## src/rtl/receptor_serial_pkg.sv

```systemverilog
// Shared definitions for the serial receiver: FSM state codes, frame constants
// and the idle line level.
package receptor_serial_pkg;

  typedef logic [2:0] estado_rx_t;

  localparam estado_rx_t OCIOSO       = 3'd0;
  localparam estado_rx_t INICIO       = 3'd1;
  localparam estado_rx_t DADOS        = 3'd2;
  localparam estado_rx_t PARIDADE     = 3'd3;
  localparam estado_rx_t PARADA       = 3'd4;
  localparam estado_rx_t ESPERA_LINHA = 3'd5;

  localparam int   BITS_DADO    = 8;
  localparam int   BITS_QUADRO  = 11;
  localparam logic NIVEL_OCIOSO = 1'b1;

  // Odd number of ones across data plus parity means an even-parity violation.
  function automatic logic paridade_impar(input logic [BITS_DADO:0] quadro);
    return ^quadro;
  endfunction

endpackage

```

## src/rtl/sincronizador_2ff.sv

```systemverilog
// Two-flop synchronizer for the asynchronous rx line; resets to the idle level.
module sincronizador_2ff
  import receptor_serial_pkg::*;
(
  input  logic clk,
  input  logic rst,
  input  logic d,
  output logic q
);

  logic meta_p0;

  always_ff @(posedge clk) begin
    if (rst) begin
      meta_p0 <= NIVEL_OCIOSO;
      q       <= NIVEL_OCIOSO;
    end else begin
      meta_p0 <= d;
      q       <= meta_p0;
    end
  end

endmodule

```

## src/rtl/receptor_serial.sv

```systemverilog
// 8E1-style serial receiver: start, 8 data bits LSB first, even parity, stop.
// Define RECEPTOR_PARIDADE_EN to add the erro_paridade output.
module receptor_serial
  import receptor_serial_pkg::*;
#(
  parameter int CLKS_POR_BIT = 16
) (
  input  logic                 clk,
  input  logic                 rst,
  input  logic                 rx,
  output logic [BITS_DADO:0]   dado,
  output logic                 valido,
`ifdef RECEPTOR_PARIDADE_EN
  output logic                 erro_paridade,
`endif
  output logic                 erro_quadro
);

  localparam int                CNT_W    = $clog2(CLKS_POR_BIT);
  localparam logic [CNT_W-1:0]  CNT_MAX  = CNT_W'(CLKS_POR_BIT - 1);
  localparam logic [CNT_W-1:0]  CNT_MEIO = CNT_W'(CLKS_POR_BIT / 2 - 1);
  localparam logic [2:0]        IDX_FIM  = 3'(BITS_DADO - 1);

  logic                 rx_s;
  estado_rx_t           estado;
  logic [CNT_W-1:0]     cnt;
  logic [2:0]           idx;
  logic [BITS_DADO-1:0] sr;
  logic                 par_bit;

  sincronizador_2ff u_sinc (
    .clk (clk),
    .rst (rst),
    .d   (rx),
    .q   (rx_s)
  );

  always_ff @(posedge clk) begin
    if (rst) begin
      estado        <= OCIOSO;
      cnt           <= '0;
      idx           <= '0;
      dado          <= '0;
      valido        <= 1'b0;
      erro_quadro   <= 1'b0;
`ifdef RECEPTOR_PARIDADE_EN
      erro_paridade <= 1'b0;
`endif
    end else begin
      valido        <= 1'b0;
      erro_quadro   <= 1'b0;
`ifdef RECEPTOR_PARIDADE_EN
      erro_paridade <= 1'b0;
`endif
      case (estado)
        OCIOSO: begin
          cnt <= '0;
          if (!rx_s) begin
            estado <= INICIO;
            idx    <= '0;
          end
        end
        // Half a bit in, a high line means the falling edge was only a glitch.
        INICIO: begin
          if (cnt == CNT_MEIO) begin
            cnt    <= '0;
            estado <= rx_s ? OCIOSO : DADOS;
          end else begin
            cnt <= cnt + 1'b1;
          end
        end
        DADOS: begin
          if (cnt == CNT_MAX) begin
            cnt <= '0;
            sr  <= {rx_s, sr[BITS_DADO-1:1]};
            idx <= idx + 3'd1;
            if (idx == IDX_FIM) estado <= PARIDADE;
          end else begin
            cnt <= cnt + 1'b1;
          end
        end
        PARIDADE: begin
          if (cnt == CNT_MAX) begin
            cnt     <= '0;
            par_bit <= rx_s;
            estado  <= PARADA;
          end else begin
            cnt <= cnt + 1'b1;
          end
        end
        // A low stop bit leaves dado untouched and waits for the line to idle.
        PARADA: begin
          if (cnt == CNT_MAX) begin
            cnt <= '0;
            if (rx_s) begin
              dado   <= {par_bit, sr};
              valido <= 1'b1;
`ifdef RECEPTOR_PARIDADE_EN
              erro_paridade <= paridade_impar({par_bit, sr});
`endif
              estado <= OCIOSO;
            end else begin
              erro_quadro <= 1'b1;
              estado      <= ESPERA_LINHA;
            end
          end else begin
            cnt <= cnt + 1'b1;
          end
        end
        ESPERA_LINHA: begin
          cnt <= '0;
          if (rx_s) estado <= OCIOSO;
        end
        default: begin
          cnt    <= '0;
          estado <= OCIOSO;
        end
      endcase
    end
  end

endmodule
```

## config.mk

```make
export PLATFORM = sky130hd
export DESIGN_NAME = receptor_serial
export DESIGN_NICKNAME = d
export VERILOG_FILES = /design/src/rtl/receptor_serial_pkg.sv /design/src/rtl/sincronizador_2ff.sv /design/src/rtl/receptor_serial.sv
export SDC_FILE = /design/constraint.sdc
export NUM_CORES = 1
export LEC_CHECK = 0
export BUFFER_PORTS_ARGS = -buffer_cell sky130_fd_sc_hd__buf_4
export CAP_MARGIN = 20
export CORE_UTILIZATION = 60
export CTS_CLUSTER_DIAMETER = 120
export DETAILED_ROUTE_END_ITERATION = 7
export GPL_ROUTABILITY_DRIVEN = 0
export PLACE_DENSITY = 0.79
export SKIP_LAST_GASP = 1
export SLEW_MARGIN = 20
export SYNTH_ARGS = -nofsm -noshare
export SYNTH_HDL_FRONTEND = slang
export SYNTH_HIERARCHICAL = 1
export SYNTH_SLANG_ARGS = --single-unit
```

## constraint.sdc

```tcl
create_clock -name clk -period 3.37 [get_ports clk]
set_input_delay 0 -clock clk [delete_from_list [all_inputs] [get_ports clk]]
set_output_delay 0 -clock clk [all_outputs]
set_load 0.03 [all_outputs]
```

# Word-level counts from Yosys, hierarchy flattened
# Index checks and enable logic that the tools add are counted.
[classes]
n_eq_ne = 15
mux = 18
bitwise_logic = 3
add_sub_neg = 2
reduce_logical = 9
[op_table]
columns = ["cell", "count"]
rows = [
  ["$mux 3", 10],
  ["$pmux 3 s6", 1],
  ["$ne 2x2->1 const B", 6],
  ["$reduce_and 3->1", 4],
  ["$eq 3x3->1 const B", 3],
  ["$mux 4", 2],
  ["$pmux 4 s2", 1],
  ["$reduce_and 7->1", 1],
  ["$eq 3x2->1 const B", 2],
  ["$pmux 3 s2", 1],
  ["$reduce_or 3->1", 2],
  ["$add 4x1->4 const B", 1],
  ["$eq 4x3->1 const B", 1],
  ["$eq 4x4->1 const B", 1],
  ["$add 3x1->3 const B", 1],
  ["$eq 3x1->1 const B", 1],
  ["$logic_not 3->1", 1],
  ["$not 1->1", 3],
  ["$mux 1", 2],
  ["$mux 2", 1],
  ["$ne 2x1->1 const B", 1],
  ["$reduce_bool 2->1", 1],
]
[totals]
regBits = 32
input_bits = 3
wordCells = 57

# Depth between registers and ports, before layout
[depth]
word_depth = 4
ltp_mapped = 7

# Hierarchy
# Netlist, hierarchy kept.
[by_module_without_submodules]
columns = ["mod", "area_each_um2", "seq_area_each_um2", "n_inst", "cells_each"]
rows = [
  ["receptor_serial", 1263.7, 690.7, 1, 118],
  ["sincronizador_2ff", 52.6, 40.0, 1, 4],
]

# Least setup slack after synthesis
# Ideal clock, no wire load.
[synth_timing]
kind = "reg2reg"
from = "register cnt[0]"
to = "register sr[0], enable pin"
required_ps = 2987
arrival_ps = 1513
slack_ps = 1473
synth_period_minus_slack_ps = 1897
path_stages_with_launch = 6
setup_ps = 383
path_cell_list = "dfxtp_1 -> ha_1 -> nand3_2 -> nor2_1 -> nand2_1 -> nor3_1"
[synth_via]
elab_chain_cells = 2
[synth_lines]
columns = ["item", "line", "rtl"]
rows = [
  ["start, declared", "receptor_serial.sv:26", "logic [CNT_W-1:0] cnt;"],
  ["start signal, assigned", "receptor_serial.sv:69", "cnt <= cnt + 1'b1;"],
  ["start signal, assigned", "receptor_serial.sv:79", "cnt <= cnt + 1'b1;"],
  ["start signal, assigned", "receptor_serial.sv:88", "cnt <= cnt + 1'b1;"],
  ["$eq 4x4->1", "receptor_serial.sv:73", "if (cnt == CNT_MAX) begin"],
  ["$reduce_and 3->1 (no source line)", "--", ""],
  ["end signal, assigned", "receptor_serial.sv:75", "sr <= {rx_s, sr[BITS_DADO-1:1]};"],
  ["end, declared", "receptor_serial.sv:28", "logic [BITS_DADO-1:0] sr;"],
]
# Every way passes these cells.
# A chain may end at the register's enable or synchronous reset.

# Worst setup path after layout
# Same ends and word-level chain as after synthesis.

==> flow_summary_export.csv <==
group,metric,value,unit
status,run_status,"finished, final reports clean",
detailed_routing,vias,917,
floorplan,pin_count,14,
setup_path,worst_path_required,3330,ps
pwr,total_power,0.699,mW
floorplan,coreArea,0.00200,mm²
run,cap_violations,0,
sta,finClkSkew,7.72,ps
yosys,postSynthAreaPerCell,10.8,µm²
cts,cts_inserted_buffers,5,
setup_path,type_of_element_capturing_the_critical_path,"flop",
setup_path,path_class,"flop to flop",
setup_path,worst-endpoint-arrival,2170,ps
setup_path,critPathLaunchType,"flop",
place,place_area,0.00140,mm²
setup_path,critical_path_peak_fanout,8,
detailed_routing,ant_nets,0,
yosys,number_of_nets_in_the_synthesized_netlist,128,
global_route,grt.total_usage,22.6,%
yosys,netlist-cell-type-count,37,
sta,final_max_slew_viol_count,0,
layout,finalInstanceArea,0.00150,mm²
floorplan,initial_utilization,65.7,%
sta,period_minus_slack,2220,ps
global_route,grt_antenna_before_repair,0,
sta,finalHoldViolations,0,
layout,final_core_utilization,74.8,%
global_route,vias_in_the_first_global_route,891,
floorplan,die_height,48.8,µm
layout,antenna_cells_inserted,0,
yosys,synthesis.area,0.00132,mm²
global_route,globalRouteOverflowTotal,0,
sta,rsz_0062_raised_after_global_routing,"no",
pwr,p_leak,0.627,nW
yosys,ys_ff_latch,32,
worst_hold_path,hold_class,"input port to flop",
cts,post_cts.repair.setup_buffers,0,
sta,setup_total_negative_slack,0,ps
sta,timing.final.crit_share,65.7,%
detailed_routing,drt-wirelength-per-cell,13.7,µm
place,place.port_buffers,13,
global_route,largest_net_degree_at_the_start_of_global_routing,23,
yosys,yosysSeqAreaShare,55.5,%
cts,tritoncts,"done",
cts,cts_num_sinks,32,
layout,drive_gt1_share,19.1,%
sta,final-setup-viol-count,0,
sta,achievable-frequency,451,MHz
layout,design.final.nets,141,
pwr,max-vdd-ir-drop,389,µV
pwr,p_per_area,466,mW/mm²
global_route,global_route_wire_length_before_repair,3970,µm
floorplan,die-area,0.00238,mm²
cts,cts-root-buf,"clkbuf_4",
cts,cts_buffer_depth,2,
yosys,netlist_instances,122,
yosys,yosys_warnings,6,
layout,flow.area_growth_from_synthesis,13.8,%
cts,worst_skew_pair.late_latency,330,ps
detailed_routing,route.final.wire_length,2240,µm
sta,max-slew-margin-rel,33.0,%
detailed_routing,drt-pass1-iter-count,4,
cts,clk_pin_slew_worst_paths,100,ps
floorplan,chipWidth,48.8,µm
detailed_routing,routed_via_density,5.63,
sta,worst-slew-pin-transition,997,ps
floorplan,number_of_cell_rows,16,
place,post-dp-hpwl,1440,µm
cts,cts-htree-levels,2,
detailed_routing,drt_drc,0,
detailed_routing,detailed_router_s_first_iteration_violation_count,31,
[Yosys cell counts]
master,number,area (µm²)
edfxtp_1,9,270
nor3_1,2,10.0
nor4b_1,1,8.76
buf_2,4,20.0
nand4b_1,1,8.76
a31oi_1,2,12.5
nor3b_2,1,12.5
inv_1,2,7.51
o221a_2,1,11.3
nor2b_1,2,12.5
a2bb2oi_1,1,8.76
nand4_1,2,12.5
and4b_1,1,10.0
nand3_1,3,15.0
and2_1,2,12.5
nand3_2,2,20.0
nand2b_1,1,6.26
o21ai_1,2,10.0
and3_1,2,12.5
nor2_1,19,71.3
or2_1,2,12.5
a211oi_1,1,7.51
clkbuf_1,3,11.3
nor3b_1,1,7.51
a21oi_1,4,20.0
dfxtp_1,23,460
buf_4,1,7.51
nand3b_1,1,7.51
o21ai_0,2,10.0
ha_1,3,37.5
and4_1,1,8.76
xnor2_1,3,26.3
nand2_1,5,18.8
mux2i_1,9,90.1
a221o_1,1,10.0
o41ai_2,1,16.3
buf_6,1,11.3
[state kept, by name, summed over array words and instances (netlist names)]
register / flops
dado: 9
sr: 8
cnt: 4
estado: 3
idx: 3
erro_quadro: 1
par_bit: 1
u_sinc/meta_p0: 1
u_sinc/q: 1
valido: 1
[placed cells by master (no fill, tap or decap), types with 2 or more instances in the layout]
cell type / n
buf_4: 13
or2_1: 2
dlygate4sd3_1: 2
nor3_1: 2
nand2_1: 5
a21oi_1: 4
nand3_2: 2
nand4_1: 2
inv_1: 2
and2_1: 2
clkbuf_4: 5
nor2b_1: 2
xnor2_1: 3
and3_1: 2
ha_1: 3
nand3_1: 3
o21ai_0: 2
mux2i_1: 9
nor2_1: 19
dfxtp_1: 23
a31oi_1: 2
edfxtp_1: 9
o21ai_1: 2
[critical path: stages (launching register included)]
cell,delay (ps)
dfxtp_1,370
ha_1,310
nand3_2,130
nor2_1,170
nand2_1,90
nor3_1,780
[repair_timing]
action / CTS / global route
resized for setup: 0 / 0
endpoints found under the hold margin: 9 / 0
endpoints found under the setup margin: 0 / 0
hold buffers: 2 / 0
[metrics by stage]
step                      worst slack (ps)  cells  hold slack (ps)
after floorplan                       1470    122             97.1
after global placement                1280    153              193
after detailed placement              1160    153              199
after CTS                             1110    163              387
after global routing                   954    163              401
final                                 1150    163              396
[power breakdown]
part           leakage (nW)  internal [mW]  switching, mW
clock network        0.0412          0.155          0.134
registers             0.266          0.395        0.00268
logic                 0.320        0.00545        0.00763
[metal layers]
metal	track usage (%)	part of all wire, %
met4	7.35	0.54
met3	10.3	6.8
met2	35.0	48
met1	28.1	45
met5	0	0
[layout make-up]
cell class	count	area, µm²
repair buffers	15	118
flip-flops and latches	32	731
multi-input cells	79	528
well taps	27	33.8
inverters	2	7.51
clock buffers	5	37.5
clock inverters	3	42.5
fillers	148	504
[cells by family (layout without fill, tap and decap cells)]
kind of cell               Yosys count  count (layout)  synth area share [%]
and+or+nand+nor                     49              49                  20.3
DFF                                 32              32                  55.5
xor gates and xnor gates             3               3                  2.00
adders and majority gates            3               3                  2.85
muxes                                9               9                  6.84
AOI/OAI and AO/OA                   15              15                  8.08
buffers and inverters               11              25                  4.37
[worst paths after layout]
path,endpoint,depth (start not counted),from,slack (ps)
hold / removal,u_sinc/meta_p0,3,rx,400
setup reg to reg,sr[0],5,cnt[0],1150
hold reg to reg,u_sinc/q,1,u_sinc/meta_p0,440
setup / recovery,sr[0],5,cnt[0],1150
No activity file was read; power rests on OpenSTA's default activity.
